--- src/rtl/ft245_responder_if.sv ---
// ft245_responder_if
// FT245 async FIFO bus between an FPGA-side master and the device-side
// responder. The master modport belongs to the FPGA logic that drives the
// strobes. The slave modport belongs to the device model that drives the flags
// and the read data.
//   rxf_n  : 0 = byte available for the master to read
//   rd_n   : master read strobe, active low
//   d_out  : read data towards the master
//   d_oe   : 1 = d_out valid and driven
//   txe_n  : 0 = master may write a byte
//   wr_n   : master write strobe, byte latched on its falling edge
//   d_in   : write data from the master
interface ft245_responder_if;
  logic       rxf_n;
  logic       rd_n;
  logic [7:0] d_out;
  logic       d_oe;
  logic       txe_n;
  logic       wr_n;
  logic [7:0] d_in;

  modport master (
    input  rxf_n, txe_n, d_out, d_oe,
    output rd_n, wr_n, d_in
  );

  modport slave (
    output rxf_n, txe_n, d_out, d_oe,
    input  rd_n, wr_n, d_in
  );
endinterface

--- src/rtl/ft245_responder.sv ---
// ft245_responder
// Device-side stand-in for an FTDI FT245 chip. It lets an FPGA-side FT245
// master be looped back and self-tested on chip. Bytes from the PC side
// (host_tx_*) queue in rx_fifo and are handed to the master on rd_n strobes.
// Bytes written by the master on wr_n strobes queue in tx_fifo and drain to
// the PC side (host_rx_*).
// Ports:
//   i_clock_in       system clock, rising edge
//   i_reset_n        asynchronous active-low reset
//   ft               FT245 bus (slave modport)
//   i_host_tx_data   PC->FPGA byte
//   i_host_tx_valid  i_host_tx_data valid
//   o_host_tx_ready  rx_fifo not full
//   o_host_rx_data   FPGA->PC byte (tx_fifo head)
//   o_host_rx_valid  tx_fifo not empty
//   i_host_rx_ready  PC side consumes o_host_rx_data
//   o_proto_err      sticky: a strobe arrived while its flag was inactive
//
// RX FSM (device -> master)
//   state | meaning
//   IDLE  | rxf_n follows rx_fifo empty; waiting for rd_n low
//   DRIVE | read accepted; counting RD_DELAY before driving d_out
//   HOLD  | d_oe=1, d_out stable until rd_n returns high
//   PRE   | byte popped; rxf_n held high for TURN cycles
// TX FSM (master -> device)
//   state | meaning
//   IDLE  | txe_n follows tx_fifo full; waiting for wr_n falling edge
//   WAIT  | byte captured; waiting for wr_n to return high
//   PRE   | txe_n held high for TURN cycles
module ft245_responder #(
  parameter int DEPTH_LOG2 = 4,
  parameter int RD_DELAY   = 1,
  parameter int TURN       = 2
) (
  input  logic                     i_clock_in,
  input  logic                     i_reset_n,
  ft245_responder_if.slave         ft,
  input  logic [7:0]               i_host_tx_data,
  input  logic                     i_host_tx_valid,
  output logic                     o_host_tx_ready,
  output logic [7:0]               o_host_rx_data,
  output logic                     o_host_rx_valid,
  input  logic                     i_host_rx_ready,
  output logic                     o_proto_err
);

  localparam int DEPTH = 1 << DEPTH_LOG2;
  localparam int CW    = DEPTH_LOG2 + 1;
  localparam logic [3:0] RD_LOAD   = (RD_DELAY == 0) ? 4'd0 : 4'(RD_DELAY - 1);
  localparam logic [3:0] TURN_LOAD = 4'(TURN - 1);

  typedef enum logic [1:0] {RX_IDLE, RX_DRIVE, RX_HOLD, RX_PRE} rx_state_t;
  typedef enum logic [1:0] {TX_IDLE, TX_WAIT, TX_PRE} tx_state_t;

  // strobe history for edge detection
  logic r_rd_q, r_wr_q;
  logic w_rd_rise, w_wr_fall;

  // rx_fifo (PC -> master)
  logic [7:0]            r_rx_mem [DEPTH];
  logic [DEPTH_LOG2-1:0] r_rx_wptr, r_rx_rptr;
  logic [CW-1:0]         r_rx_cnt;
  logic [CW-1:0]         w_rx_cnt_nxt;
  logic                  r_rx_empty, r_rx_full, r_host_tx_ready;
  logic                  w_rx_push, w_rx_pop;
  logic [7:0]            w_rx_head;

  // tx_fifo (master -> PC)
  logic [7:0]            r_tx_mem [DEPTH];
  logic [DEPTH_LOG2-1:0] r_tx_wptr, r_tx_rptr;
  logic [CW-1:0]         r_tx_cnt;
  logic [CW-1:0]         w_tx_cnt_nxt;
  logic                  r_tx_empty, r_tx_full;
  logic                  w_tx_push, w_tx_pop;

  // FSM registers and next-state
  rx_state_t  r_rx_state, w_rx_state_nxt;
  tx_state_t  r_tx_state, w_tx_state_nxt;
  logic [3:0] r_rx_tmr, w_rx_tmr_nxt;
  logic [3:0] r_tx_tmr, w_tx_tmr_nxt;
  logic       r_rxf_n, w_rxf_n_nxt;
  logic       r_txe_n, w_txe_n_nxt;
  logic       r_d_oe, w_d_oe_nxt;
  logic [7:0] r_d_out, w_d_out_nxt;
  logic       r_proto_err;
  logic       w_rx_err, w_tx_err;

  assign w_rd_rise = ft.rd_n & ~r_rd_q;
  assign w_wr_fall = r_wr_q & ~ft.wr_n;

  // ---------------- FIFOs ----------------
  assign w_rx_push    = i_host_tx_valid & r_host_tx_ready;
  assign w_rx_head    = r_rx_mem[r_rx_rptr];
  assign w_rx_cnt_nxt = r_rx_cnt + CW'(w_rx_push) - CW'(w_rx_pop);

  assign w_tx_pop     = ~r_tx_empty & i_host_rx_ready;
  assign w_tx_cnt_nxt = r_tx_cnt + CW'(w_tx_push) - CW'(w_tx_pop);

  // storage needs no reset: pointers and counts define what is valid
  always_ff @(posedge i_clock_in) begin
    if (w_rx_push) r_rx_mem[r_rx_wptr] <= i_host_tx_data;
    if (w_tx_push) r_tx_mem[r_tx_wptr] <= ft.d_in;
  end

  always_ff @(posedge i_clock_in or negedge i_reset_n) begin
    if (!i_reset_n) begin
      r_rx_wptr       <= '0;
      r_rx_rptr       <= '0;
      r_rx_cnt        <= '0;
      r_rx_empty      <= 1'b1;
      r_rx_full       <= 1'b0;
      r_host_tx_ready <= 1'b0;
      r_tx_wptr       <= '0;
      r_tx_rptr       <= '0;
      r_tx_cnt        <= '0;
      r_tx_empty      <= 1'b1;
      r_tx_full       <= 1'b0;
    end else begin
      if (w_rx_push) r_rx_wptr <= r_rx_wptr + 1'b1;
      if (w_rx_pop)  r_rx_rptr <= r_rx_rptr + 1'b1;
      r_rx_cnt        <= w_rx_cnt_nxt;
      r_rx_empty      <= (w_rx_cnt_nxt == '0);
      r_rx_full       <= (w_rx_cnt_nxt == CW'(DEPTH));
      r_host_tx_ready <= (w_rx_cnt_nxt != CW'(DEPTH));
      if (w_tx_push) r_tx_wptr <= r_tx_wptr + 1'b1;
      if (w_tx_pop)  r_tx_rptr <= r_tx_rptr + 1'b1;
      r_tx_cnt        <= w_tx_cnt_nxt;
      r_tx_empty      <= (w_tx_cnt_nxt == '0);
      r_tx_full       <= (w_tx_cnt_nxt == CW'(DEPTH));
    end
  end

  // ---------------- FSM registers ----------------
  always_ff @(posedge i_clock_in or negedge i_reset_n) begin
    if (!i_reset_n) begin
      r_rd_q      <= 1'b1;
      r_wr_q      <= 1'b1;
      r_rx_state  <= RX_IDLE;
      r_tx_state  <= TX_IDLE;
      r_rx_tmr    <= '0;
      r_tx_tmr    <= '0;
      r_rxf_n     <= 1'b1;
      r_txe_n     <= 1'b1;
      r_d_oe      <= 1'b0;
      r_d_out     <= '0;
      r_proto_err <= 1'b0;
    end else begin
      r_rd_q      <= ft.rd_n;
      r_wr_q      <= ft.wr_n;
      r_rx_state  <= w_rx_state_nxt;
      r_tx_state  <= w_tx_state_nxt;
      r_rx_tmr    <= w_rx_tmr_nxt;
      r_tx_tmr    <= w_tx_tmr_nxt;
      r_rxf_n     <= w_rxf_n_nxt;
      r_txe_n     <= w_txe_n_nxt;
      r_d_oe      <= w_d_oe_nxt;
      r_d_out     <= w_d_out_nxt;
      r_proto_err <= r_proto_err | w_rx_err | w_tx_err;
    end
  end

  // ---------------- RX FSM ----------------
  always_comb begin
    w_rx_state_nxt = r_rx_state;
    w_rx_tmr_nxt   = r_rx_tmr;
    w_rxf_n_nxt    = r_rxf_n;
    w_d_oe_nxt     = r_d_oe;
    w_d_out_nxt    = r_d_out;
    w_rx_pop       = 1'b0;
    w_rx_err       = 1'b0;
    unique case (r_rx_state)
      RX_IDLE: begin
        w_rxf_n_nxt = r_rx_empty;
        if (!ft.rd_n) begin
          if (r_rxf_n) begin
            w_rx_err = 1'b1;
          end else if (RD_DELAY == 0) begin
            w_d_oe_nxt     = 1'b1;
            w_d_out_nxt    = w_rx_head;
            w_rx_state_nxt = RX_HOLD;
          end else begin
            w_rx_tmr_nxt   = RD_LOAD;
            w_rx_state_nxt = RX_DRIVE;
          end
        end
      end
      RX_DRIVE: begin
        // an aborted read still consumes the byte
        if (w_rd_rise) begin
          w_rx_pop       = 1'b1;
          w_rxf_n_nxt    = 1'b1;
          w_rx_tmr_nxt   = TURN_LOAD;
          w_rx_state_nxt = RX_PRE;
        end else if (r_rx_tmr == '0) begin
          w_d_oe_nxt     = 1'b1;
          w_d_out_nxt    = w_rx_head;
          w_rx_state_nxt = RX_HOLD;
        end else begin
          w_rx_tmr_nxt = r_rx_tmr - 1'b1;
        end
      end
      RX_HOLD: begin
        if (w_rd_rise) begin
          w_rx_pop       = 1'b1;
          w_d_oe_nxt     = 1'b0;
          w_rxf_n_nxt    = 1'b1;
          w_rx_tmr_nxt   = TURN_LOAD;
          w_rx_state_nxt = RX_PRE;
        end
      end
      RX_PRE: begin
        if (!ft.rd_n) w_rx_err = 1'b1;
        // rxf_n is reloaded on the last precharge edge so it stays high exactly TURN cycles
        if (r_rx_tmr == '0) begin
          w_rxf_n_nxt    = r_rx_empty;
          w_rx_state_nxt = RX_IDLE;
        end else begin
          w_rx_tmr_nxt = r_rx_tmr - 1'b1;
        end
      end
      default: w_rx_state_nxt = RX_IDLE;
    endcase
  end

  // ---------------- TX FSM ----------------
  always_comb begin
    w_tx_state_nxt = r_tx_state;
    w_tx_tmr_nxt   = r_tx_tmr;
    w_txe_n_nxt    = r_txe_n;
    w_tx_push      = 1'b0;
    // a falling edge while txe_n is high is dropped in every state
    w_tx_err       = w_wr_fall & r_txe_n;
    unique case (r_tx_state)
      TX_IDLE: begin
        w_txe_n_nxt = r_tx_full;
        if (w_wr_fall && !r_txe_n) begin
          w_tx_push      = 1'b1;
          w_txe_n_nxt    = 1'b1;
          w_tx_state_nxt = TX_WAIT;
        end
      end
      TX_WAIT: begin
        if (ft.wr_n) begin
          w_tx_tmr_nxt   = TURN_LOAD;
          w_tx_state_nxt = TX_PRE;
        end
      end
      TX_PRE: begin
        if (r_tx_tmr == '0) begin
          w_txe_n_nxt    = r_tx_full;
          w_tx_state_nxt = TX_IDLE;
        end else begin
          w_tx_tmr_nxt = r_tx_tmr - 1'b1;
        end
      end
      default: w_tx_state_nxt = TX_IDLE;
    endcase
  end

  assign ft.rxf_n        = r_rxf_n;
  assign ft.txe_n        = r_txe_n;
  assign ft.d_oe         = r_d_oe;
  assign ft.d_out        = r_d_out;
  assign o_host_tx_ready = r_host_tx_ready;
  assign o_host_rx_data  = r_tx_mem[r_tx_rptr];
  assign o_host_rx_valid = ~r_tx_empty;
  assign o_proto_err     = r_proto_err;

endmodule

--- src/flat_wrapper.sv ---
// flat-port wrapper written by rule: the top's interface ports become plain ports
module ft245_responder_flat 
#(
  parameter int DEPTH_LOG2 = 4,
  parameter int RD_DELAY   = 1,
  parameter int TURN       = 2
)
  (i_clock_in, i_reset_n, i_host_tx_data, i_host_tx_valid, o_host_tx_ready, o_host_rx_data, o_host_rx_valid, i_host_rx_ready, o_proto_err, ft_rxf_n, ft_txe_n, ft_d_out, ft_d_oe, ft_rd_n, ft_wr_n, ft_d_in);
  ft245_responder_if ft_i ();
  input  logic i_clock_in;
  input  logic i_reset_n;
  input  logic [7:0] i_host_tx_data;
  input  logic i_host_tx_valid;
  output logic o_host_tx_ready;
  output logic [7:0] o_host_rx_data;
  output logic o_host_rx_valid;
  input  logic i_host_rx_ready;
  output logic o_proto_err;
  output wire logic [$bits(ft_i.rxf_n)-1:0] ft_rxf_n;
  output wire logic [$bits(ft_i.txe_n)-1:0] ft_txe_n;
  output wire logic [$bits(ft_i.d_out)-1:0] ft_d_out;
  output wire logic [$bits(ft_i.d_oe)-1:0] ft_d_oe;
  input wire logic [$bits(ft_i.rd_n)-1:0] ft_rd_n;
  input wire logic [$bits(ft_i.wr_n)-1:0] ft_wr_n;
  input wire logic [$bits(ft_i.d_in)-1:0] ft_d_in;
  assign ft_rxf_n = ft_i.rxf_n;
  assign ft_txe_n = ft_i.txe_n;
  assign ft_d_out = ft_i.d_out;
  assign ft_d_oe = ft_i.d_oe;
  assign ft_i.rd_n = ft_rd_n;
  assign ft_i.wr_n = ft_wr_n;
  assign ft_i.d_in = ft_d_in;
  ft245_responder #(.DEPTH_LOG2(DEPTH_LOG2), .RD_DELAY(RD_DELAY), .TURN(TURN)) u_core (.i_clock_in(i_clock_in), .i_reset_n(i_reset_n), .ft(ft_i), .i_host_tx_data(i_host_tx_data), .i_host_tx_valid(i_host_tx_valid), .o_host_tx_ready(o_host_tx_ready), .o_host_rx_data(o_host_rx_data), .o_host_rx_valid(o_host_rx_valid), .i_host_rx_ready(i_host_rx_ready), .o_proto_err(o_proto_err));
endmodule
--- config.mk ---
export PLATFORM = sky130hd
export DESIGN_NAME = ft245_responder_flat
export DESIGN_NICKNAME = d
export VERILOG_FILES = /design/src/rtl/ft245_responder_if.sv /design/src/rtl/ft245_responder.sv /design/src/flat_wrapper.sv
export SDC_FILE = /design/constraint.sdc
export NUM_CORES = 1
export LEC_CHECK = 0
export BUFFER_PORTS_ARGS = -buffer_cell sky130_fd_sc_hd__buf_2
export CELL_PAD_IN_SITES_DETAIL_PLACEMENT = 2
export CELL_PAD_IN_SITES_GLOBAL_PLACEMENT = 2
export CORE_MARGIN = 8
export CORE_UTILIZATION = 40
export DETAILED_ROUTE_END_ITERATION = 10
export GPL_TIMING_DRIVEN = 0
export PLACE_DENSITY = 0.78
export SLEW_MARGIN = 20
export SYNTH_ARGS = -nofsm -noshare
export SYNTH_HDL_FRONTEND = slang
export SYNTH_SLANG_ARGS = --single-unit
--- constraint.sdc ---
create_clock -name i_clock_in -period 2.6 [get_ports i_clock_in]
set_input_delay 0.52 -clock i_clock_in [delete_from_list [all_inputs] [get_ports i_clock_in]]
set_output_delay 0.52 -clock i_clock_in [all_outputs]
set_load 0.01 [all_outputs]
==> flow_metrics.tcl <==
set metrics [dict create \
    fp.coreArea_sq_um 31600 \
    crit_fanout 8 \
    cts-root-buf "clkbuf_16" \
    synthFlopType "edfxtp_1" \
    port_buffers 43 \
    synth_cell_types 57 \
    drc 0 \
    fin_ws_ns -0.354 \
    cts_htree_levels 2 \
    fin_nets 825 \
    status "finished with violations" \
    async_flop_share 0.179 \
    total_power_mw 17.8 \
    grt_pass1_vias 7715 \
    period_minus_slack_ns 2.95 \
    stdcell_count 1204 \
    syn_avg_cell_area_sq_um 19.2 \
    fp.dieH_microns 195 \
    num_rows 65 \
    drive_gt1_frac 0.311 \
    dp_slack_ns -0.458 \
    post_drt_wl_per_cell_microns 28.1 \
    cts_tree "yes" \
    slew_headroom 0.434 \
    cts.sinks 312 \
    dp_hpwl_microns 22800 \
    min_period_over_period 1.14 \
    drv_slew 0 \
    hold_viol 0 \
    timing.rr.start "u_core.r_rd_q" \
    final.setup_skew_ns 0.0223 \
    cts_buffers 34 \
    grt_overflow 0 \
    setup_viol_count_final 8 \
    routed_wirelength_microns 33900 \
    vias 6741 \
    dieArea_sq_um 38100 \
    synth_top_area_share 0.599 \
    cp_data_arrival_time_ns 2.43 \
    ant_nets 0 \
    initial_core_util 0.407 \
    ys_seq_area_frac 0.708 \
    clock.fmax_mhz 339 \
    met3_length_microns 1430 \
    antenna_found_initial 1 \
    cp_data_required_time_ns 2.08 \
    netlist_area_sq_um 12800 \
    yosys.area.top_type "edfxtp_1" \
    dr.first_iter.drc_count 515 \
    dr.pass1.iters 5 \
    netlist_top_cells_area "edfxtp_1 (60%), dfrtp_1 (9.7%), mux4_2 (7.4%)" \
    synthesis.nets 719 \
    cts_buffer_depth 3 \
    yosysMostFrequentCell "edfxtp_1" \
    critical_path.startpoint_type "flop" \
    crit_start "u_core.r_tx_rptr[0]" \
    ir_drop_uv 564 \
    powerDensity_nw_per_um2 1180 \
    syn_to_final_growth_pct 17.8 \
    rsz0062_at_grt "yes" \
    wl_met1_microns 12900 \
    path_clk_slew_ns 0.06 \
    violations "setup timing" \
    ys_ff_latch 312 \
    cap_violations 0 \
    grt_pass1_wl_microns 50000 \
    gp_congestion 0.744 \
    design.portCount 44 \
    tightest_slew_ns 0.849 \
    viasPerCell 5.60 \
    synthCells 669 \
    static-leakage-power_nw 5.33 \
    clk_latency_ns 0.52 \
    die_w_microns 195 \
    synth_common_cells "edfxtp_1 (256), dfrtp_1 (50), mux4_2 (42), inv_1 (36), mux4_1 (30)" \
    grt_start_max_net_pins 40 \
    worstSetupPathType "flop to output port" \
    dp_cells 1115 \
    synth_edf_count 256 \
    wl_met2_microns 18300 \
    hp-class "input port to flop" \
    critPathCaptureType "output port" \
    hp-start "ft_wr_n" \
    grt.total_usage 0.176 \
    yosysWarnings 0 \
    highest_layer "met4" \
]
## sequential cells by signal, indices dropped and copies added (netlist names), 2 cells and up
signal,count
u_core.r_tx_rptr,4
u_core.r_rx_rptr,4
u_core.r_rx_mem,128
u_core.r_tx_wptr,4
u_core.r_rx_state,2
u_core.r_tx_state,2
u_core.r_tx_mem,128
u_core.r_tx_tmr,4
u_core.r_rx_tmr,4
u_core.r_rx_wptr,4
u_core.r_tx_cnt,5
u_core.ft.d_out,8
u_core.r_rx_cnt,5
## metal layers
metal  vias up  GRT usage
li1       2885          -
met1      3612      0.200
met2       174      0.325
met3        70     0.0320
met4         0     0.0634
met5         -          0
## metrics by stage
step	setup TNS, ns	hold WS, ns	area, sq um	util
after floorplan	0	0.224	12900	-
after detailed placement	-19.15	0.449	13600	0.431
after CTS	-2.93	0.133	14900	0.473
final	-2.63	0.153	15100	0.479
after global placement	-8.13	0.489	13600	0.430
after global routing	-3.10	0.138	15100	0.479
## worst paths after layout
check | end | slack (ns) | cells after the start
worst min-delay path | u_core.r_wr_q | 0.15 | 1
max in group asynchronous | u_core.ft.txe_n | 1.54 | 3
worst min register to register | u_core.ft.txe_n | 0.53 | 2
worst max-delay path | o_host_rx_data[4] | -0.35 | 5
worst max register to register | u_core.o_host_tx_ready | 0.05 | 11
min in group asynchronous | u_core.r_rx_wptr[3] | 0.45 | 2
## critical path: stages (launching register included)
cell     delay (ns)
dfrtp_1        0.40
buf_12         0.17
buf_12         0.13
mux4_1         0.55
mux4_2         0.52
buf_6          0.15
## what timing repair did
action / CTS / global route
hold buffers: 1 / 0
endpoints found under the setup margin: 69 / 51
gates cloned: 0 / 3
buffers inserted: 16 / 8
resized for setup: 59 / 20
hold endpoints to repair: 17 / 0
pin swaps: 10 / 9
## report_power, final
part | switching (mW) | internal (mW) | leakage, nW | total [mW]
sequential | 0.455 | 6.13 | 2.97 | 6.58
clock | 1.95 | 2.81 | 0.546 | 4.77
combinational | 3.34 | 3.10 | 1.81 | 6.44
## final cells by class
type,count,area [sq um]
Multi-Input combinational cell,296,3510
Inverter,36,140
Fill cell,2835,16400
Clock inverter,14,148
Antenna cell,1,2.50
Buffer,23,193
Sequential cell,312,9100
Tap cell,402,503
Timing Repair Buffer,72,576
Clock buffer,48,965
## logic make-up (layout without fill, tap and decap cells)
group | after synthesis | count (layout) | synth area share
adder cells (fa/ha/maj) | 28 | 28 | 0.0285
buffers and inverters | 61 | 193 | 0.0215
XOR/XNOR | 22 | 22 | 0.0150
AND/OR/NAND/NOR | 104 | 104 | 0.0504
other | 0 | 1 | 0
multiplexers | 84 | 84 | 0.145
flip-flops | 312 | 312 | 0.708
AO/OA/AOI/OAI | 58 | 58 | 0.0315
## cells in the final DEF, fill, tap and decap left out, types with 6 or more instances in the layout
| master | n |
|---|---|
| mux4_2 | 65 |
| inv_1 | 30 |
| a21oi_1 | 11 |
| nor2_1 | 8 |
| dfstp_2 | 6 |
| clkbuf_8 | 6 |
| mux4_1 | 7 |
| buf_4 | 23 |
| xnor2_1 | 16 |
| clkbuf_16 | 38 |
| dfrtp_1 | 50 |
| a22oi_1 | 6 |
| buf_12 | 7 |
| buf_2 | 43 |
| buf_6 | 8 |
| clkinv_2 | 7 |
| edfxtp_1 | 256 |
| mux2i_1 | 9 |
| and2_1 | 22 |
| clkbuf_1 | 15 |
| ha_1 | 22 |
| nand2_1 | 16 |
| o21ai_0 | 8 |
Power figures use the tool's default switching activity.
